<file path="config.mk">
export PLATFORM = sky130hd
export DESIGN_NAME = uart_tx_feeder_flat
export DESIGN_NICKNAME = d
export VERILOG_FILES = /design/src/rtl/uart_pkg.sv /design/src/rtl/uart_tx_feeder_if.sv /design/src/rtl/sync_fifo.sv /design/src/rtl/uart_tx_feeder.sv /design/src/flat_wrapper.sv
export SDC_FILE = /design/constraint.sdc
export NUM_CORES = 1
export LEC_CHECK = 0
export CORE_ASPECT_RATIO = 2
export CORE_UTILIZATION = 55
export DETAILED_ROUTE_END_ITERATION = 16
export PLACE_DENSITY = 0.79
export SYNTH_ARGS = -nofsm -noshare
export SYNTH_HDL_FRONTEND = slang
export SYNTH_SLANG_ARGS = --single-unit
</file>
<file path="constraint.sdc">
create_clock -name clk -period 8.6 [get_ports clk]
set_input_delay 1.72 -clock clk [delete_from_list [all_inputs] [get_ports clk]]
set_output_delay 1.72 -clock clk [all_outputs]
set_load 0.05 [all_outputs]
</file>
<file path="src/rtl/uart_pkg.sv">
// Shared UART definitions: data width, feeder FSM states, baud divisor helper.
package uart_pkg;

    localparam int UART_DATA_W = 8;

    typedef enum logic [1:0] {
        IDLE,
        LAUNCH,
        WAIT_BUSY,
        WAIT_DONE
    } feeder_state_t;

    function automatic int clks_per_bit(input int clk_hz, input int baud);
        return clk_hz / baud;
    endfunction

endpackage

</file>
<file path="src/rtl/uart_tx_feeder_if.sv">
// Producer byte handshake plus transmitter start/data/busy handshake.
interface uart_tx_feeder_if;
    import uart_pkg::*;

    logic                   in_valid;
    logic [UART_DATA_W-1:0] in_data;
    logic                   in_ready;
    logic                   tx_start;
    logic [UART_DATA_W-1:0] tx_data;
    logic                   tx_busy;

    modport slave (
        input  in_valid, in_data, tx_busy,
        output in_ready, tx_start, tx_data
    );

    modport master (
        output in_valid, in_data, tx_busy,
        input  in_ready, tx_start, tx_data
    );

endinterface

</file>
<file path="src/rtl/sync_fifo.sv">
// Single-clock FIFO with occupancy count; pushes at full and pops at empty are ignored.
module sync_fifo #(
    parameter  int DEPTH = 16,
    parameter  int WIDTH = 8,
    localparam int CNT_W = $clog2(DEPTH + 1),
    localparam int PTR_W = $clog2(DEPTH)
) (
    input  logic             clk,
    input  logic             rst_n,
    input  logic             push,
    input  logic             pop,
    input  logic [WIDTH-1:0] wdata,
    output logic [WIDTH-1:0] rdata,
    output logic [CNT_W-1:0] count,
    output logic             full,
    output logic             empty
);

    logic [WIDTH-1:0] mem [DEPTH];
    logic [PTR_W-1:0] wr_ptr;
    logic [PTR_W-1:0] rd_ptr;
    logic             push_ok;
    logic             pop_ok;

    assign full    = (count == CNT_W'(DEPTH));
    assign empty   = (count == '0);
    assign push_ok = push && !full;
    assign pop_ok  = pop && !empty;
    assign rdata   = mem[rd_ptr];

    // Pointers wrap naturally because DEPTH is a power of two.
    always_ff @(posedge clk) begin
        if (!rst_n) begin
            wr_ptr <= '0;
            rd_ptr <= '0;
            count  <= '0;
        end else begin
            if (push_ok) wr_ptr <= wr_ptr + PTR_W'(1);
            if (pop_ok)  rd_ptr <= rd_ptr + PTR_W'(1);
            case ({push_ok, pop_ok})
                2'b10:   count <= count + CNT_W'(1);
                2'b01:   count <= count - CNT_W'(1);
                default: count <= count;
            endcase
        end
    end

    always_ff @(posedge clk) begin
        if (rst_n && push_ok) mem[wr_ptr] <= wdata;
    end

endmodule

</file>
<file path="src/rtl/uart_tx_feeder.sv">
// Buffers producer bytes and launches them one at a time into the UART transmitter.
// Byte into an idle, empty feeder reaches tx_start two cycles later; in_ready drops only at full.
module uart_tx_feeder
    import uart_pkg::*;
#(
    parameter  int DEPTH = 16,
    localparam int CNT_W = $clog2(DEPTH + 1)
) (
    input  logic             clk,
    input  logic             rst_n,
    uart_tx_feeder_if.slave  bus,
    output logic [CNT_W-1:0] fifo_count,
    output logic             idle
);

    feeder_state_t          state_q;
    feeder_state_t          state_d;
    logic                   push;
    logic                   pop;
    logic                   fifo_full;
    logic                   fifo_empty;
    logic [UART_DATA_W-1:0] fifo_rdata;
    logic                   tx_start_q;
    logic [UART_DATA_W-1:0] tx_data_q;

    // Ready comes from the registered count, so a same-cycle pop never frees a slot early.
    assign bus.in_ready = !fifo_full;
    assign push         = bus.in_valid && !fifo_full;

    sync_fifo #(
        .DEPTH (DEPTH),
        .WIDTH (UART_DATA_W)
    ) u_fifo (
        .clk   (clk),
        .rst_n (rst_n),
        .push  (push),
        .pop   (pop),
        .wdata (bus.in_data),
        .rdata (fifo_rdata),
        .count (fifo_count),
        .full  (fifo_full),
        .empty (fifo_empty)
    );

    always_comb begin
        state_d = state_q;
        pop     = 1'b0;
        case (state_q)
            IDLE: begin
                if (!fifo_empty && !bus.tx_busy) begin
                    pop     = 1'b1;
                    state_d = LAUNCH;
                end
            end
            LAUNCH:    state_d = WAIT_BUSY;
            WAIT_BUSY: if (bus.tx_busy)  state_d = WAIT_DONE;
            WAIT_DONE: if (!bus.tx_busy) state_d = IDLE;
            default:   state_d = IDLE;
        endcase
    end

    always_ff @(posedge clk) begin
        if (!rst_n) begin
            state_q    <= IDLE;
            tx_start_q <= 1'b0;
            tx_data_q  <= '0;
        end else begin
            state_q    <= state_d;
            tx_start_q <= pop;
            if (pop) tx_data_q <= fifo_rdata;
        end
    end

    assign bus.tx_start = tx_start_q;
    assign bus.tx_data  = tx_data_q;
    assign idle         = fifo_empty && (state_q == IDLE) && !bus.tx_busy;

endmodule

</file>
<file path="src/flat_wrapper.sv">
// flat-port wrapper written by rule: the top's interface ports become plain ports
module uart_tx_feeder_flat import uart_pkg::*;
#(
    parameter  int DEPTH = 16,
    localparam int CNT_W = $clog2(DEPTH + 1)
)
  (clk, rst_n, fifo_count, idle, bus_in_valid, bus_in_data, bus_tx_busy, bus_in_ready, bus_tx_start, bus_tx_data);
  uart_tx_feeder_if bus_i ();
  input  logic clk;
  input  logic rst_n;
  output logic [CNT_W-1:0] fifo_count;
  output logic idle;
  input wire logic [$bits(bus_i.in_valid)-1:0] bus_in_valid;
  input wire logic [$bits(bus_i.in_data)-1:0] bus_in_data;
  input wire logic [$bits(bus_i.tx_busy)-1:0] bus_tx_busy;
  output wire logic [$bits(bus_i.in_ready)-1:0] bus_in_ready;
  output wire logic [$bits(bus_i.tx_start)-1:0] bus_tx_start;
  output wire logic [$bits(bus_i.tx_data)-1:0] bus_tx_data;
  assign bus_i.in_valid = bus_in_valid;
  assign bus_i.in_data = bus_in_data;
  assign bus_i.tx_busy = bus_tx_busy;
  assign bus_in_ready = bus_i.in_ready;
  assign bus_tx_start = bus_i.tx_start;
  assign bus_tx_data = bus_i.tx_data;
  uart_tx_feeder #(.DEPTH(DEPTH)) u_core (.clk(clk), .rst_n(rst_n), .bus(bus_i), .fifo_count(fifo_count), .idle(idle));
endmodule
</file>
==> impl_metrics.tcl, run 1 <==
set metrics [dict create \
    status "completed" \
    die_x_um 77.1 \
    fillCellCount 749 \
    cts.sinks 152 \
    wl_per_cell_um 21.8 \
    synthesis.nets 420 \
    finalNetCount 449 \
    synth_edf_count 128 \
    drtAntennaViolNets 0 \
    htreeDepth 4 \
    numCtsBuffers 17 \
    grt.overflow.total 0 \
    via_per_inst 5.90 \
    finalSetupViolCount 0 \
    fin_crit_sh 0.575 \
    yosysMostFrequentCell "edfxtp_1" \
    core.rowCount 54 \
    cts_root_buf "clkbuf_16" \
    synth-main-ff-cell "edfxtp_1" \
    critPathLaunchType "primary input" \
    syn-cell-area_um2 6210 \
    cellLeakagePower_uw 0.00230 \
    seq_area_frac_synth 0.697 \
    drv_slew 0 \
    power.density_nw_per_um2 286 \
    ir_drop_mv 0.195 \
    n_antenna_cell 0 \
    hold_buffers 0 \
    core-area_um2 10900 \
    finalHoldViolCount 0 \
    cp-end-kind "output port" \
    dp_hpwl_um 8400 \
    first_pass_iters 4 \
    start_util 0.567 \
    gp_congestion 0.850 \
    worstSetupPathType "in2out" \
    wirelength_um 12600 \
    tns_ps 0 \
    pin_count 28 \
    worstPathMaxFanout 3 \
    cts_resized 0 \
    first_global_vias 3454 \
    fmax_mhz 202 \
    min_from "u_core.u_fifo.count[4]" \
    synth.avg_cell_area_um2 15.8 \
    period_minus_slack_ps 4940 \
    synth_top_cell_area_share 0.619 \
    clk_pin_slew_ps 60 \
    tightest_slew_ps 1260 \
    relSlewSlack 0.154 \
    cts_tree "built" \
    rr_startpoint "u_core.state_q[0]" \
    grtUsageTotal 0.228 \
    multi_input_area_um2 1740 \
    die_h_um 152 \
    hold_path.class "reg2reg" \
    vias 3400 \
    arrival_ps 3220 \
    finClkSkew_ps 9.33 \
    placed_cell_area_um2 6560 \
    synth_seq_cells 152 \
    clk_latency_ps 420 \
    synthTopCellsByCount "edfxtp_1, mux2i_1, dfxtp_1" \
    io_buffers 27 \
    regArea_um2 4330 \
    drtIter0Drc 175 \
    synth_area_leaders "edfxtp_1, dfxtp_1, mux2i_1" \
    ys_types 39 \
    post_cts_buffers 0 \
    synth_cells 394 \
    async_reset_ff_frac 0 \
    grt_pass1_wl_um 19100 \
    layout-drive-gt1-share 0.112 \
    cap_violations 0 \
    required_ps 6880 \
    drc 0 \
    areaGrowthSynthToFinish_pct 15.5 \
    rsz0062_at_grt "false" \
    cts-root-to-sink-buffers 2 \
    antenna_found_initial 0 \
    grt_max_degree 56 \
    fin_area_um2 7170 \
    dieArea_um2 11700 \
    synth_top_area_cell "edfxtp_1" \
    worst_setup_path_startpoint "bus_tx_busy" \
    yosys_warnings 0 \
]
[registers in the layout (all words and copies together), names as in the netlist]
signal,cells
u_core.bus.tx_data,8
u_core.u_fifo.rd_ptr,4
u_core.u_fifo.count,5
u_core.u_fifo.wr_ptr,4
u_core.u_fifo.mem,128
u_core.state_q,2
u_core.bus.tx_start,1
[worst max-delay path, cell delays in order]
cell	delay, ps
clkdlybuf4s50_1	440
nand2b_1	180
nor2_1	90
clkdlybuf4s50_1	800
[power breakdown]
part | internal, uW | switching [uW] | total (uW)
registers | 840 | 47.4 | 888
clock network | 459 | 279 | 737
logic | 162 | 263 | 425
[path summary, 6_finish.rpt]
path                                  to  slack, ps  cells after the start
hold reg to reg   u_core.u_fifo.count[4]        520                      2
setup / recovery                    idle       3660                      4
hold / removal    u_core.u_fifo.count[4]        520                      2
setup reg to reg  u_core.u_fifo.count[4]       5790                     13
[cell families (layout without fill, tap and decap cells)]
| group | count (synthesis) | after routing | share of synthesized area |
|---|---|---|---|
| multiplexers | 57 | 57 | 0.117 |
| AO/OA/AOI/OAI | 57 | 57 | 0.0591 |
| buffers and inverters | 30 | 72 | 0.0230 |
| adder cells (fa/ha/maj) | 14 | 14 | 0.0294 |
| flip-flops | 152 | 152 | 0.697 |
| XOR/XNOR | 9 | 9 | 0.0127 |
| AND/OR/NAND/NOR | 75 | 75 | 0.0625 |
[placed cells by master (no fill, tap or decap), types with 4 or more instances in the layout]
master,n
mux4_2,7
and2_1,8
nand3_1,6
dfxtp_1,23
o22ai_1,21
o21ai_1,5
nor2b_1,8
edfxtp_1,128
clkdlybuf4s50_1,27
ha_1,13
mux4_1,4
clkbuf_8,4
clkbuf_16,17
xor2_1,6
a21oi_1,12
mux2i_1,45
nand2_1,18
inv_1,9
nor2_1,17
o21ai_0,10
nor3_1,7
[cell type report]
cell class                      instances  area share
Clock buffer                           22      0.0675
Clock inverter                         10      0.0166
Inverter                               10     0.00523
Multi-Input combinational cell        212       0.243
Sequential cell                       152       0.603
Tap cell                              140      0.0244
Timing Repair Buffer                   30      0.0405
[through the flow]
stage | setup slack [ps] | util | total power (uW) | hold WS (ps) | cells
floorplan | 4370 | - | 1200 | 499 | 394
global placement | 3670 | 0.600 | 1310 | 511 | 543
detailed placement | 3650 | 0.600 | 1330 | 524 | 543
CTS | 3650 | 0.655 | 2060 | 532 | 575
global route | 3610 | 0.655 | 2120 | 554 | 576
finish | 3660 | 0.655 | 2050 | 524 | 576
[layer usage]
layer,up-vias,share of wire,GRT usage
li1,1571,-,-
met1,1674,0.36,0.236
met2,120,0.55,0.402
met3,35,0.046,0.0611
met4,0,0.047,0.136
met5,-,0,0
Note: power is estimated with default switching activity, not from simulation.
==> run 2, diff against run 1 <==
CORE_UTILIZATION = 54   (was 55)
PLACE_DENSITY = 0.8   (was 0.79)
clock period = 4.1 ns   (was 8.6 ns; I/O delays follow)
==> impl_metrics.tcl, run 2 (synthesized netlist as in run 1, its figures left out) <==
set metrics [dict create \
    status "completed" \
    cap_violations 0 \
    grt_max_degree 26 \
    dp_hpwl_um 8320 \
    worstPathMaxFanout 3 \
    core-area_um2 11200 \
    rsz0062_at_grt "false" \
    cts_root_buf "clkbuf_16" \
    final_cell_mix "edfxtp_1, mux2i_1, clkdlybuf4s50_1" \
    final_common_cell "edfxtp_1" \
    via_per_inst 5.73 \
    drv_slew 0 \
    fmax_mhz 314 \
    cts_tree "built" \
    cp-end-kind "output port" \
    gp_congestion 0.794 \
    tightest_slew_ps 971 \
    power.density_nw_per_um2 591 \
    htreeDepth 4 \
    post_cts_buffers 0 \
    start_util 0.553 \
    arrival_ps 2370 \
    regMostFlops "u_core.u_fifo.mem" \
    cts-root-to-sink-buffers 2 \
    layout_setup_ws_ps 913 \
    ir_drop_mv 0.467 \
    core.rowCount 55 \
    antenna_found_initial 0 \
    wirelength_um 12200 \
    worstSetupPathType "in2out" \
    wl_per_cell_um 20.9 \
    period_minus_slack_ps 3190 \
    clk_pin_slew_ps 60 \
    n_antenna_cell 0 \
    first_pass_iters 5 \
    largest_reg_flops 128 \
    final_util 0.641 \
    grtUsageTotal 0.226 \
    hold_path.class "reg2reg" \
    dp_slack_ps 776 \
    hold_buffers 0 \
    grt.overflow.total 0 \
    critPathLaunchType "primary input" \
    vias 3340 \
    layout-drive-gt1-share 0.120 \
    instances_no_fill 583 \
    areaGrowthSynthToFinish_pct 15.8 \
    pin_count 28 \
    finalNetCount 454 \
    io_buffers 27 \
    finalHoldViolCount 0 \
    finClkSkew_ps 8.22 \
    dp_cells 551 \
    cts_resized 0 \
    fin_crit_sh 0.777 \
    die_h_um 154 \
    drtIter0Drc 257 \
    relSlewSlack 0.351 \
    tns_ps 0 \
    finalSetupViolCount 0 \
    dieArea_um2 12000 \
    clk_latency_ps 420 \
    cts.sinks 152 \
    drc 0 \
    fillCellCount 764 \
    die_x_um 77.8 \
    numCtsBuffers 17 \
    first_global_vias 3454 \
    required_ps 3280 \
    drtAntennaViolNets 0 \
    cellLeakagePower_uw 0.00232 \
    grt_pass1_wl_um 19200 \
]
## run 2: cell count changes in the layout (fill, tap and decap cells not counted), sizes merged
cell,before,now
clkinv,4,8
buf,3,8
inv,11,12
clkbuf,22,17
## run 2: layout make-up
class | instances | area [um2] | share of cell area
clock buffers | 17 | 425 | 0.0592
clock inverters | 15 | 153 | 0.0212
inverters | 10 | 37.5 | 0.00522
multi-input cells | 212 | 1740 | 0.242
flip-flops and latches | 152 | 4330 | 0.602
well taps | 142 | 178 | 0.0247
repair buffers | 35 | 330 | 0.0459
## run 2: worst paths after layout
| kind | start | end | cells after the start | slack, ps |
|---|---|---|---|---|
| setup / recovery | bus_tx_busy | idle | 4 | 910 |
| hold reg to reg | u_core.bus.tx_data[1] | u_core.bus.tx_data[1] | 2 | 520 |
| hold / removal | u_core.bus.tx_data[1] | u_core.bus.tx_data[1] | 2 | 520 |
| setup reg to reg | u_core.u_fifo.count[0] | u_core.u_fifo.count[4] | 11 | 1400 |
## run 2: routing by layer
metal | global-route usage | share of wire | vias up
met5 | 0 | 0 | -
met2 | 0.397 | 0.55 | 105
met3 | 0.0534 | 0.044 | 32
met1 | 0.243 | 0.36 | 1624
li1 | - | - | 1579
met4 | 0.130 | 0.042 | 0
## run 2: report_power, final
group	switching (uW)	leakage [uW]	internal, uW
Combinational	549	0.000691	344
Sequential	96.1	0.00135	1760
Clock	604	0.000275	894
Total	1250	0.00232	3000
## run 2: stage by stage
stage,power (uW),instance area (um2),hold slack [ps]
floorplan,2510,6210,499
global placement,2750,6610,508
detailed placement,2780,6610,519
CTS,4280,7190,530
global route,4410,7190,550
finish,4250,7190,524
## run 2: critical path, stage by stage
cell,delay (ps)
clkdlybuf4s50_1,450
nand2b_1,190
nor2_1,100
clkdlybuf4s50_1,810
